$ cat src/rtl/pipe_skid_layer_pkg.sv
`default_nettype none
// ============================================================================
// Module   : pipe_skid_layer_pkg
// Brief    : Shared state encoding and stall-counter constants for the skid layer.
// Revision : 1.0
// ============================================================================
package pipe_skid_layer_pkg;

    typedef enum logic [1:0] {
        EMPTY = 2'b00,
        BUSY  = 2'b01,
        FULL  = 2'b10
    } skid_state_t;

    localparam int STALL_CNT_W = 16;
    localparam logic [STALL_CNT_W-1:0] STALL_CNT_MAX = 16'hFFFF;

endpackage
`default_nettype wire

$ cat src/rtl/pipe_skid_layer_reg_en.sv
`default_nettype none
// ============================================================================
// Module   : pipe_reg_en
// Brief    : WIDTH-bit data register with load enable and async active-low clear.
// Revision : 1.0
// ============================================================================
module pipe_reg_en #(
    parameter int WIDTH = 32
) (
    input  logic             clk,
    input  logic             rst_n,
    input  logic             load,
    input  logic [WIDTH-1:0] d,
    output logic [WIDTH-1:0] q
);

    logic [WIDTH-1:0] r_q;

    always_ff @(posedge clk or negedge rst_n) begin
        if (!rst_n) begin
            r_q <= '0;
        end else if (load) begin
            r_q <= d;
        end
    end

    assign q = r_q;

endmodule
`default_nettype wire

$ cat src/rtl/pipe_skid_layer.sv
`default_nettype none
// ============================================================================
// Module   : pipe_skid_layer
// Brief    : Elastic valid/ready pipeline stage (main + one-entry skid register).
//            Optional back-pressure counter enabled by SKID_STALL_CNT_EN.
// Revision : 1.0
// ============================================================================
module pipe_skid_layer
    import pipe_skid_layer_pkg::*;
#(
    parameter int WIDTH = 32
) (
    input  logic             clk,
    input  logic             rst_n,
    input  logic             in_valid,
    output logic             in_ready,
    input  logic [WIDTH-1:0] in_data,
    output logic             out_valid,
    input  logic             out_ready,
    output logic [WIDTH-1:0] out_data
`ifdef SKID_STALL_CNT_EN
    ,
    output logic [STALL_CNT_W-1:0] stall_cnt
`endif
);

    localparam logic [1:0] ST_EMPTY = EMPTY;
    localparam logic [1:0] ST_BUSY  = BUSY;
    localparam logic [1:0] ST_FULL  = FULL;

    logic [1:0]       r_state;
    logic [1:0]       w_next;
    logic             r_out_valid;
    logic             r_in_ready;
    logic             w_in_fire;
    logic             w_out_fire;
    logic             w_main_load;
    logic             w_skid_load;
    logic             w_main_from_skid;
    logic [WIDTH-1:0] w_main_d;
    logic [WIDTH-1:0] w_main_q;
    logic [WIDTH-1:0] w_skid_q;

    assign w_in_fire  = in_valid & r_in_ready;
    assign w_out_fire = r_out_valid & out_ready;

    always_comb begin
        w_next           = r_state;
        w_main_load      = 1'b0;
        w_skid_load      = 1'b0;
        w_main_from_skid = 1'b0;
        case (r_state)
            ST_EMPTY: begin
                if (w_in_fire) begin
                    w_main_load = 1'b1;
                    w_next      = ST_BUSY;
                end
            end
            ST_BUSY: begin
                if (w_in_fire && w_out_fire) begin
                    w_main_load = 1'b1;
                end else if (w_in_fire) begin
                    w_skid_load = 1'b1;
                    w_next      = ST_FULL;
                end else if (w_out_fire) begin
                    w_next      = ST_EMPTY;
                end
            end
            ST_FULL: begin
                // in_ready is low here, so upstream is ignored entirely
                if (w_out_fire) begin
                    w_main_load      = 1'b1;
                    w_main_from_skid = 1'b1;
                    w_next           = ST_BUSY;
                end
            end
            default: begin
                w_next = ST_EMPTY;
            end
        endcase
    end

    // Handshake flags are registered from the next state, keeping both
    // ready and valid free of combinational paths.
    always_ff @(posedge clk or negedge rst_n) begin
        if (!rst_n) begin
            r_state     <= ST_EMPTY;
            r_out_valid <= 1'b0;
            r_in_ready  <= 1'b1;
        end else begin
            r_state     <= w_next;
            r_out_valid <= (w_next != ST_EMPTY);
            r_in_ready  <= (w_next != ST_FULL);
        end
    end

    assign w_main_d = w_main_from_skid ? w_skid_q : in_data;

    pipe_reg_en #(.WIDTH(WIDTH)) u_main (
        .clk   (clk),
        .rst_n (rst_n),
        .load  (w_main_load),
        .d     (w_main_d),
        .q     (w_main_q)
    );

    pipe_reg_en #(.WIDTH(WIDTH)) u_skid (
        .clk   (clk),
        .rst_n (rst_n),
        .load  (w_skid_load),
        .d     (in_data),
        .q     (w_skid_q)
    );

    assign out_valid = r_out_valid;
    assign in_ready  = r_in_ready;
    assign out_data  = w_main_q;

`ifdef SKID_STALL_CNT_EN
    logic [STALL_CNT_W-1:0] r_stall_cnt;

    always_ff @(posedge clk or negedge rst_n) begin
        if (!rst_n) begin
            r_stall_cnt <= '0;
        end else if (r_out_valid && !out_ready && (r_stall_cnt != STALL_CNT_MAX)) begin
            r_stall_cnt <= r_stall_cnt + 1'b1;
        end
    end

    assign stall_cnt = r_stall_cnt;
`endif

endmodule
`default_nettype wire
$ cat config.mk
export PLATFORM = sky130hd
export DESIGN_NAME = pipe_skid_layer
export DESIGN_NICKNAME = d
export VERILOG_FILES = /design/src/rtl/pipe_skid_layer_pkg.sv /design/src/rtl/pipe_skid_layer_reg_en.sv /design/src/rtl/pipe_skid_layer.sv
export SDC_FILE = /design/constraint.sdc
export NUM_CORES = 1
export LEC_CHECK = 0
export CORE_MARGIN = 3
export CORE_UTILIZATION = 40
export CTS_CLUSTER_SIZE = 24
export DETAILED_ROUTE_END_ITERATION = 8
export PLACE_DENSITY = 0.77
export SETUP_SLACK_MARGIN = 0.4
export SYNTH_ARGS = -nofsm -noshare
export SYNTH_HDL_FRONTEND = slang
export SYNTH_SLANG_ARGS = --single-unit
export TNS_END_PERCENT = 30
$ cat constraint.sdc
create_clock -name clk -period 1.52 [get_ports clk]
set_input_delay 0.304 -clock clk [delete_from_list [all_inputs] [get_ports clk]]
set_output_delay 0.304 -clock clk [all_outputs]
set_load 0.005 [all_outputs]
Word level (Yosys, flattened, before mapping)
Cells that the tools add are included.
{"block": "word_totals", "reg_bits": 68, "output_inout_bits": 34}
{"block": "op_classes", "n_eq_ne": 3, "n_reduce_logical": 3, "n_mux": 14, "bitwise_logic": 2}
{"operator": "$mux W32", "count": 1}
{"operator": "$mux W2", "count": 5}
{"operator": "$mux W1", "count": 6}
{"operator": "$pmux W2 S3", "count": 1}
{"operator": "$pmux W1 S3", "count": 1}
{"operator": "$and A1 B1 Y1", "count": 2}
{"operator": "$eq A2 B1 Y1 const B", "count": 1}
{"operator": "$eq A2 B2 Y1 const B", "count": 1}
{"operator": "$logic_not A2 Y1", "count": 1}
{"operator": "$ne A2 B2 Y1 const B", "count": 1}
{"operator": "$reduce_bool A2 Y1", "count": 1}
{"operator": "$logic_and A1 B1 Y1", "count": 1}

Logic depth before layout (Yosys ltp)
Gate-level depths: netlist (run 1).
{"block": "depth", "word_depth": 6, "depth_mapped": 5, "mapped_depth_nobuf": 3}

Cells and area by module
From an unflattened synthesis (run 1), not the netlist that was laid out.
{"block": "hier_totals", "hier_cells": 188, "hier_area_um2": 3389.5}
{"mod": "pipe_reg_en", "n_inst": 2, "area_each_um2": 1345.0, "cells_per_inst": 68, "seq_area_each_um2": 800.8}
{"mod": "pipe_skid_layer", "n_inst": 1, "area_each_um2": 699.4, "cells_per_inst": 52, "seq_area_each_um2": 101.3}

Worst setup path after synthesis (run 1)
No wires, ideal clock.
{"block": "synth_timing", "path_kind": "register to register", "from": "register r_out_valid (netlist: out_valid)", "to": "register u_skid.r_q[10] (netlist: u_skid.q[10])", "stages_incl_launch_ff": 6, "arrival_time_ns": 1.574, "path_slack_ns": -0.180, "period_less_slack_ns": 1.700, "cell_sequence": "dfrtp_1 > a21boi_2 > or3b_1 > buf_6 > buf_6 > mux2_4"}
{"block": "synth_between", "elab_chain_cells": 4}
{"item": "start, declared", "line": "pipe_skid_layer.sv:33", "rtl": "logic r_out_valid;"}
{"item": "start signal, assigned", "line": "pipe_skid_layer.sv:92", "rtl": "r_out_valid <= (w_next != ST_EMPTY);"}
{"item": "$and A1 B1 Y1", "line": "pipe_skid_layer.sv:45", "rtl": "assign w_out_fire = r_out_valid & out_ready;"}
{"item": "$logic_and A1 B1 Y1", "line": "pipe_skid_layer.sv:60", "rtl": "if (w_in_fire && w_out_fire) begin"}
{"item": "$mux W1", "line": "pipe_skid_layer.sv:60"}
{"item": "$mux W1", "line": "pipe_skid_layer.sv:52", "rtl": "case (r_state)"}
{"item": "end signal, assigned", "line": "pipe_skid_layer_reg_en.sv:21", "rtl": "r_q <= '0;"}
{"item": "end signal, assigned", "line": "pipe_skid_layer_reg_en.sv:23", "rtl": "r_q <= d;"}
{"item": "end, declared", "line": "pipe_skid_layer_reg_en.sv:17", "rtl": "logic [WIDTH-1:0] r_q;"}
Every way passes these cells.
A chain may end at the register's enable or synchronous reset.

Worst setup path in the final report (run 1)
{"block": "layout_timing", "from": "register r_in_ready (netlist: in_ready)", "to": "register u_main.r_q[30] (netlist: u_main.q[30])"}
{"block": "layout_between", "elab_chain_cells": 4, "elab_cells_between_ends": 5, "cone_classes": "3 x mux; 1 x bitwise; 1 x reduce/logical"}
{"item": "start, declared", "line": "pipe_skid_layer.sv:34", "rtl": "logic r_in_ready;"}
{"item": "start signal, assigned", "line": "pipe_skid_layer.sv:93", "rtl": "r_in_ready <= (w_next != ST_FULL);"}
{"item": "$and A1 B1 Y1 *", "line": "pipe_skid_layer.sv:44", "rtl": "assign w_in_fire = in_valid & r_in_ready;"}
{"item": "$logic_and A1 B1 Y1", "line": "pipe_skid_layer.sv:60"}
{"item": "$mux W1", "line": "pipe_skid_layer.sv:60"}
{"item": "$pmux W1 S3 *", "line": "pipe_skid_layer.sv:52"}
{"item": "end signal, assigned", "line": "pipe_skid_layer_reg_en.sv:21"}
{"item": "end signal, assigned", "line": "pipe_skid_layer_reg_en.sv:23"}
{"item": "end, declared", "line": "pipe_skid_layer_reg_en.sv:17"}
Every way passes the cells marked *; elsewhere a longest branch is shown, timed or not.

==> results by group, run 1 <==
Outcome
  – Status: complete, but fails checks
  – Failing checks: negative setup slack

Hold path
  – Worst Hold Class: input port to async pin

GRT
  – Initial antenna violation count: 0
  – Vias in the first global route: 2037
  – Gr ovfl total: 0
  – Tot GR Track Use: 0.158
  – First-pass GRT wire length: 10.5 mm
  – Pin count of the biggest net entering global routing: 69

Pwr
  – PwrDens: around 2000 nW/µm²
  – Sw Share: 0.292
  – Power Total: roughly 0.0084 W
  – Internal power: roughly 0.0060 W
  – VDD IR max: 1.14 mV
  – Reg power frac: 0.387
  – Leakage: 1.96 nW
  – Combinational power share: 0.435
  – Net Switching: 0.00246 W
  – Clock network fraction of design power: 0.178

Floorplan
  – Die Y: a little over 90 µm
  – Io pins: 70
  – Die width: just over 90 µm
  – Die Area: 8750 µm²
  – Site row count: 31
  – Initial Util: 0.418
  – Core footprint: 7330 µm²

STA
  – RSZ-0062 raised after global routing: yes
  – Final worst-path cycle share: 1.14
  – Pins over their slew limit: 0
  – Final hold violations: 0
  – Endpoints failing setup: 64
  – Final min period: 1.74 ns
  – Hold slack: between 0.5 and 0.6 ns
  – Final setup skew: 0.00673 ns
  – Final WS setup: -0.218 ns
  – Slew headroom: 0.752
  – Max Fclk: 575 MHz
  – Slew @ Worst Pin: 0.371 ns

CTS
  – CTS tree: built
  – CTS Buf Count: 9
  – Sink Count: just under 70
  – Clock transition at the registers of the reported paths: 0.08 ns
  – # H-tree levels: 3
  – Buffers from clock root to sink, at most: 2
  – CTS Root Cell: clkbuf_8
  – Worst-skew pair later-pin latency: 0.34 ns

Synthesis
  – Synth async-reset ratio: 1.00
  – #FFs+latches synth: 68
  – Top-area cell type share of the netlist area: 0.547
  – Gate Count Post-Synth: around 190
  – Combinational family with the most area after synthesis: multiplexers
  – Synth Area in Adders: 0
  – Simple logic cell fraction of the synthesized area: 0.0131
  – Post-synth EDFFs: 0
  – Post-synthesis compound-gate area fraction: 0.0167
  – Synth area leader: dfrtp_1
  – Mux contribution to synthesized area: 0.387
  – Sequential fraction of the synthesis area: 0.556
  – Post-Syn Nets: 223
  – Unique masters post-synth: 17
  – Ys Warns: 0
  – Xor/xnor cell area share of the yosys netlist: 0.00286
  – Synth area leaders: dfrtp_1 55%, mux2_2 25%, mux2_4 14%, buf_6 1.5%, buf_2 0.98%
  – Syn Area/Cell: 16.4 µm²
  – Synth Flop Type: dfrtp_1
  – Synthesized area: 3060 µm²

Critical path
  – Reg-to-reg endpoint: u_main.q[30]$_DFFE_PN0P_
  – Critical Path Sink Type: flip-flop
  – Critical Path RT: 1.74 ns
  – CP dominant cell by count: buf_6
  – Cell breakdown of the critical path: nand2_2 -> buf_6 -> o31ai_4 -> buf_6 -> buf_12 -> mux2_2
  – CP startpoint kind: flip-flop
  – Max stage delay cell, worst path: dfstp_2
  – R2R depth: 6
  – Crit path kind: flip-flop to flip-flop
  – Reg2Reg Setup Slack: -0.22 ns
  – Crit-path max FO: 12
  – Delay of the slowest critical-path stage: 0.54 ns
  – Worst EP arrival: 1.96 ns
  – RR Startpoint: in_ready$_DFF_PN1_

Final layout
  – Final Non-Filler Cells: 381
  – Final net count: 313
  – # fillers: 568
  – Layout Utilization: 0.575
  – Layout area overhead: 37.5%
  – N_diodes: 0
  – Share of layout cells above drive strength 1: 0.610

Drt
  – Met3 wire len: approximately 310 µm
  – Highest metal used: met4
  – Drt wl/cell: ~17 µm
  – Post-DR vias/cell: roughly 4.8
  – DRT Pass-1 Iters: 4
  – Drt total wl: between 6 and 7 mm
  – Met2 routed WL: 3.25 mm
  – Number of remaining DRC errors: 0
  – Final ANT Viol Nets: 0
  – DRT iter0 DRCs: 63
  – Met1 wire length: around 2.9 mm
  – Routed via count: around 1800

Placed design
  – Placed Instances: 357
  – DP Worst Slack: -0.630 ns
  – GPL Wtd Cong: 0.717
  – Port Buffers: 69
  – Final HPWL DP: 4.14 mm

Flow run
  – Max Cap Violations: 0
[worst max-delay path, delay by kind of cell (launching register included)]
family | cells | cell delay [ns]
AO/OA/AOI/OAI | 1 | 0.27
buffers and inverters | 3 | 0.41
flip-flops | 1 | 0.54
multiplexers | 1 | 0.34
AND/OR/NAND/NOR | 1 | 0.06
[area by class of cell]
class	instances	area [µm²]	area share
flip-flops and latches	68	1700	0.404
multi-input cells	109	1350	0.320
repair buffers	89	838	0.199
clock buffers	9	124	0.0294
well taps	99	124	0.0294
clock inverters	7	76.3	0.0181
[through the flow]
step	TNS, ns	cell area, µm²
6_report	-9.92	4210
5_1_grt	-12.52	4210
4_1_cts	-9.29	4140
3_5_place_dp	-37.07	3970
3_3_place_gp	-33.50	3970
2_1_floorplan	-9.52	3070
[cell usage in the layout (no fill, tap or decap), drive strengths merged]
| cell | instances |
|---|---|
| clkdlybuf4s50 | 33 |
| o21a | 1 |
| mux2 | 96 |
| o21ai | 3 |
| a21oi | 1 |
| dlygate4sd3 | 1 |
| inv | 1 |
| clkbuf | 10 |
| dfstp | 1 |
| bufinv | 1 |
| o31ai | 1 |
| xor2 | 1 |
| dfrtp | 67 |
| dlygate4sd2 | 1 |
| nand4b | 1 |
| nand2 | 1 |
| and2 | 1 |
| clkinv | 3 |
| nand2b | 1 |
| buf | 53 |
| a21boi | 1 |
| clkinvlp | 2 |
| or3b | 1 |
[sequential cells by signal, indices dropped and copies added (netlist names)]
signal and cells:
in_ready 1, u_main.q 32, u_skid.q 32, out_valid 1
r_state 2
[synth_stat cells, types with 3 or more instances]
library cell,n
dfrtp_1,67
buf_2,6
o21ai_0,3
mux2_4,28
mux2_2,68
buf_6,4
[worst max-delay path by stage]
stage | cells past startpoint | endpoint | from
after CTS | 6 | u_main.q[30]$_DFFE_PN0P_ | r_state[0]$_DFF_PN0_
after detailed placement | 5 | u_skid.q[20]$_DFFE_PN0P_ | out_ready
after global placement | 5 | u_skid.q[23]$_DFFE_PN0P_ | out_ready
final | 6 | u_main.q[30]$_DFFE_PN0P_ | in_ready$_DFF_PN1_
after floorplan | 5 | u_skid.q[10]$_DFFE_PN0P_ | out_valid$_DFF_PN0_
after global routing | 6 | u_main.q[0]$_DFFE_PN0P_ | in_ready$_DFF_PN1_
[metal layers]
metal / track usage / up-vias
li1: - / 851
met1: 0.196 / 936
met2: 0.258 / 50
met3: 0.0531 / 7
met4: 0.0513 / 0
met5: 0 / -
[kinds of logic after synthesis]
| group | after synthesis |
|---|---|
| flip-flops | 68 |
| multiplexers | 96 |
| XOR/XNOR | 1 |
| buffers and inverters | 10 |
| AND/OR/NAND/NOR | 5 |
| AO/OA/AOI/OAI | 7 |
[power by group through the flow]
stage	sequential, W	clock [W]	combinational (W)
CTS	0.00326	0.00153	0.00348
detailed placement	0.00329	0	0.00357
global placement	0.00326	0	0.00346
finish	0.00327	0.00150	0.00367
global route	0.00339	0.00163	0.00393
floorplan	0.00323	0	0.00198
[timing repair]
action	4_1_cts	5_1_grt
setup buffers	4	0
hold buffers	1	0
hold endpoints to repair	67	0
endpoints found under the setup margin	101	102
pin swaps	1	1
gates cloned	2	1
gates resized for setup	148	15
Note: power is estimated with default switching activity, not from simulation.
==> run 2: changes to the inputs <==
--- a/config.mk
+++ b/config.mk
@@ -6,10 +6,10 @@
 export NUM_CORES = 1
 export LEC_CHECK = 0
 export CORE_MARGIN = 3
-export CORE_UTILIZATION = 40
+export CORE_UTILIZATION = 45
 export CTS_CLUSTER_SIZE = 24
 export DETAILED_ROUTE_END_ITERATION = 8
-export PLACE_DENSITY = 0.77
+export PLACE_DENSITY = 0.84
 export SETUP_SLACK_MARGIN = 0.4
 export SYNTH_ARGS = -nofsm -noshare
 export SYNTH_HDL_FRONTEND = slang
==> run 2 against run 1 <==
Net effect:
- the run still ends with negative setup slack left
- critical path depth is the same
- sequential share of layout area grew 0.49 points
- wire length shrank 0.95%
- maximum frequency grew 0.86%
==> results by group, run 2 (synthesized netlist as in run 1, its figures left out) <==
GRT
  – Pin count of the biggest net entering global routing: 69 (unchanged)
  – Initial antenna violation count: 0 (unchanged)
  – Vias in the first global route: 2102 (+3.2%)
  – First-pass GRT wire length: 10.7 mm (+2.1%)
  – Tot GR Track Use: 0.183 (+0.0250)
  – Gr ovfl total: 0 (unchanged)

Placed design
  – Dpl cell area: 3950 µm² (-0.57%)
  – GPL Wtd Cong: 0.731 (+2.0%)
  – Port Buffers: 69 (unchanged)
  – Final HPWL DP: 4.15 mm (+0.28%)
  – Placed Instances: 339 (-5.0%)

STA
  – Final min period: 1.72 ns (-0.0149 ns)
  – RSZ-0062 raised after global routing: yes
  – Slew headroom: 0.756 (+0.00353)
  – Setup TNS: -10.15 ns (-0.234 ns)
  – Final setup skew: 0.0107 ns (+0.00400 ns)
  – Endpoints failing setup: 64 (unchanged)
  – Final WS setup: -0.203 ns (+0.0149 ns)
  – Max Fclk: 580 MHz (+0.86%)
  – Pins over their slew limit: 0 (unchanged)
  – Slew @ Worst Pin: 0.366 ns (-0.00530 ns)
  – Hold slack: 0.500 ns (-0.00272 ns)
  – Final worst-path cycle share: 1.13 (-0.00979)
  – Final hold violations: 0 (unchanged)

Hold path
  – Worst Hold Class: flip-flop to flip-flop
  – WHS Path Cells: 1
  – WHS Endpoint: u_main.q[8]$_DFFE_PN0P_
  – Hold Crit Start: u_main.q[8]$_DFFE_PN0P_

Critical path
  – RR Startpoint: r_state[0]$_DFF_PN0_
  – Critical Path RT: 1.73 ns (about the same)
  – Crit-path max FO: 14 (+2)
  – Reg2Reg Setup Slack: -0.20 ns (about the same)
  – Reg-to-reg endpoint: u_main.q[24]$_DFFE_PN0P_
  – Delay of the slowest critical-path stage: 0.39 ns (-0.15 ns)
  – R2R depth: 6 (unchanged)
  – Worst EP arrival: 1.93 ns (-0.03 ns)
  – CP dominant cell by count: buf_4
  – Cell breakdown of the critical path: a21boi_2 -> buf_4 -> o31ai_4 -> buf_4 -> buf_12 -> mux2_2
  – Critical Path Sink Type: flip-flop
  – Max stage delay cell, worst path: dfrtp_1
  – Crit path kind: flip-flop to flip-flop
  – CP startpoint kind: flip-flop

CTS
  – Buffers from clock root to sink, at most: 2 (unchanged)
  – CTS Buf Count: 9 (unchanged)
  – Clock transition at the registers of the reported paths: 0.07 ns (about the same)
  – Worst-skew pair later-pin latency: 0.33 ns (about the same)
  – # H-tree levels: 3 (unchanged)
  – Sink Count: 68 (unchanged)
  – CTS tree: built
  – CTS Root Cell: clkbuf_8

Floorplan
  – Die Y: 88.5 µm (-5.4%)
  – Die width: 88.5 µm (-5.4%)
  – Core footprint: 6460 µm² (-12%)
  – Initial Util: 0.474 (+0.0564)
  – Io pins: 70 (unchanged)
  – Site row count: 29 (-6.5%)
  – Die Area: 7840 µm² (-10%)

Final layout
  – N_diodes: 0 (unchanged)
  – # fillers: 486 (-14%)
  – Final Cell Area: 4160 µm² (-1.2%)
  – Final net count: 318 (+1.6%)
  – Area taken by multi-input logic gates: 1320 µm² (-1.9%)
  – Layout area overhead: 35.9%
  – Commonest non-fill, non-tap cell in the layout: dfrtp_1
  – Commonest non-fill, non-tap cells in the layout: 67 x dfrtp_1, 64 x mux2_2, 34 x clkdlybuf4s50_1, 33 x buf_2, 32 x mux2_4
  – Storage cell area: 1700 µm² (unchanged)
  – Share of layout cells above drive strength 1: 0.608 (-0.00154)
  – Final Non-Filler Cells: 363 (-4.7%)

Pwr
  – Sw Share: 0.286 (-0.00595)
  – PwrDens: 1980 nW/µm² (-1.2%)
  – Clock network fraction of design power: 0.170 (-0.008)
  – Net Switching: 0.00235 W (-4.4%)
  – Power Total: 0.00823 W (-2.4%)
  – Internal power: 0.00588 W (-1.6%)
  – Leakage: 1.95 nW (-0.34%)
  – Combinational power share: 0.432 (-0.003)
  – Reg power frac: 0.398 (+0.011)
  – VDD IR max: 1.09 mV (-4.7%)

Drt
  – DRT iter0 DRCs: 45 (-29%)
  – Final ANT Viol Nets: 0 (unchanged)
  – Drt total wl: 6.48 mm (-0.95%)
  – Routed via count: 1863 (+1.0%)
  – Post-DR vias/cell: 5.13 (+6.0%)
  – Drt wl/cell: 17.9 µm (+4.0%)
  – Number of remaining DRC errors: 0 (unchanged)
  – DRT Pass-1 Iters: 4 (unchanged)

Outcome
  – Failing checks: negative setup slack
  – Status: complete, but fails checks

Flow run
  – Max Cap Violations: 0 (unchanged)
[run 2: worst max path at each step]
stage                                     from                        to  slack, ns  cells after the start
final                     r_state[0]$_DFF_PN0_  u_main.q[24]$_DFFE_PN0P_      -0.20                      6
after global routing      r_state[0]$_DFF_PN0_   u_main.q[0]$_DFFE_PN0P_      -0.26                      6
after CTS                   in_ready$_DFF_PN1_  u_skid.q[10]$_DFFE_PN0P_      -0.18                      4
after detailed placement             out_ready  u_skid.q[13]$_DFFE_PN0P_      -0.56                      5
after global placement               out_ready  u_skid.q[22]$_DFFE_PN0P_      -0.53                      5
after floorplan            out_valid$_DFF_PN0_  u_skid.q[10]$_DFFE_PN0P_      -0.17                      5
[run 2: worst max-delay path: cells and delay by family (launching register included)]
kind / cells / cell delay (ns)
buf+inv: 3 / 0.45
flops: 1 / 0.39
compound gates: 2 / 0.41
mux: 1 / 0.34
[run 2: final cells by class]
type / instances / share of cell area
Clock inverter: 1 / 0.00120
Multi-Input combinational cell: 109 / 0.318
Clock buffer: 14 / 0.0439
Timing Repair Buffer: 94 / 0.205
Sequential cell: 68 / 0.409
Tap cell: 77 / 0.0231
[run 2: what timing repair did]
item / 4_1_cts / 5_1_grt
gates cloned: 3 / 0
gates resized for setup: 146 / 5
endpoints found under the setup margin: 101 / 101
hold buffers: 1 / 0
pin swaps: 3 / 2
endpoints found under the hold margin: 27 / 0
buffers inserted: 5 / 0
[run 2: layer usage]
metal	wire, µm	track usage	up-vias
li1	-	-	858
met1	2790	0.229	962
met2	3410	0.313	39
met3	216	0.0438	4
met4	61	0.0577	0
met5	0	0	-
[run 2: power by group through the flow]
stage | registers [W] | clock network, W | logic [W]
floorplan | 0.00323 | 0 | 0.00198
global placement | 0.00324 | 0 | 0.00351
detailed placement | 0.00330 | 0 | 0.00361
CTS | 0.00327 | 0.00143 | 0.00356
global route | 0.00341 | 0.00154 | 0.00382
finish | 0.00327 | 0.00140 | 0.00356
[run 2: stage by stage]
stage	util	setup slack [ns]
floorplan	-	-0.167
global placement	0.612	-0.531
detailed placement	0.612	-0.563
CTS	0.641	-0.175
global route	0.645	-0.264
finish	0.645	-0.203
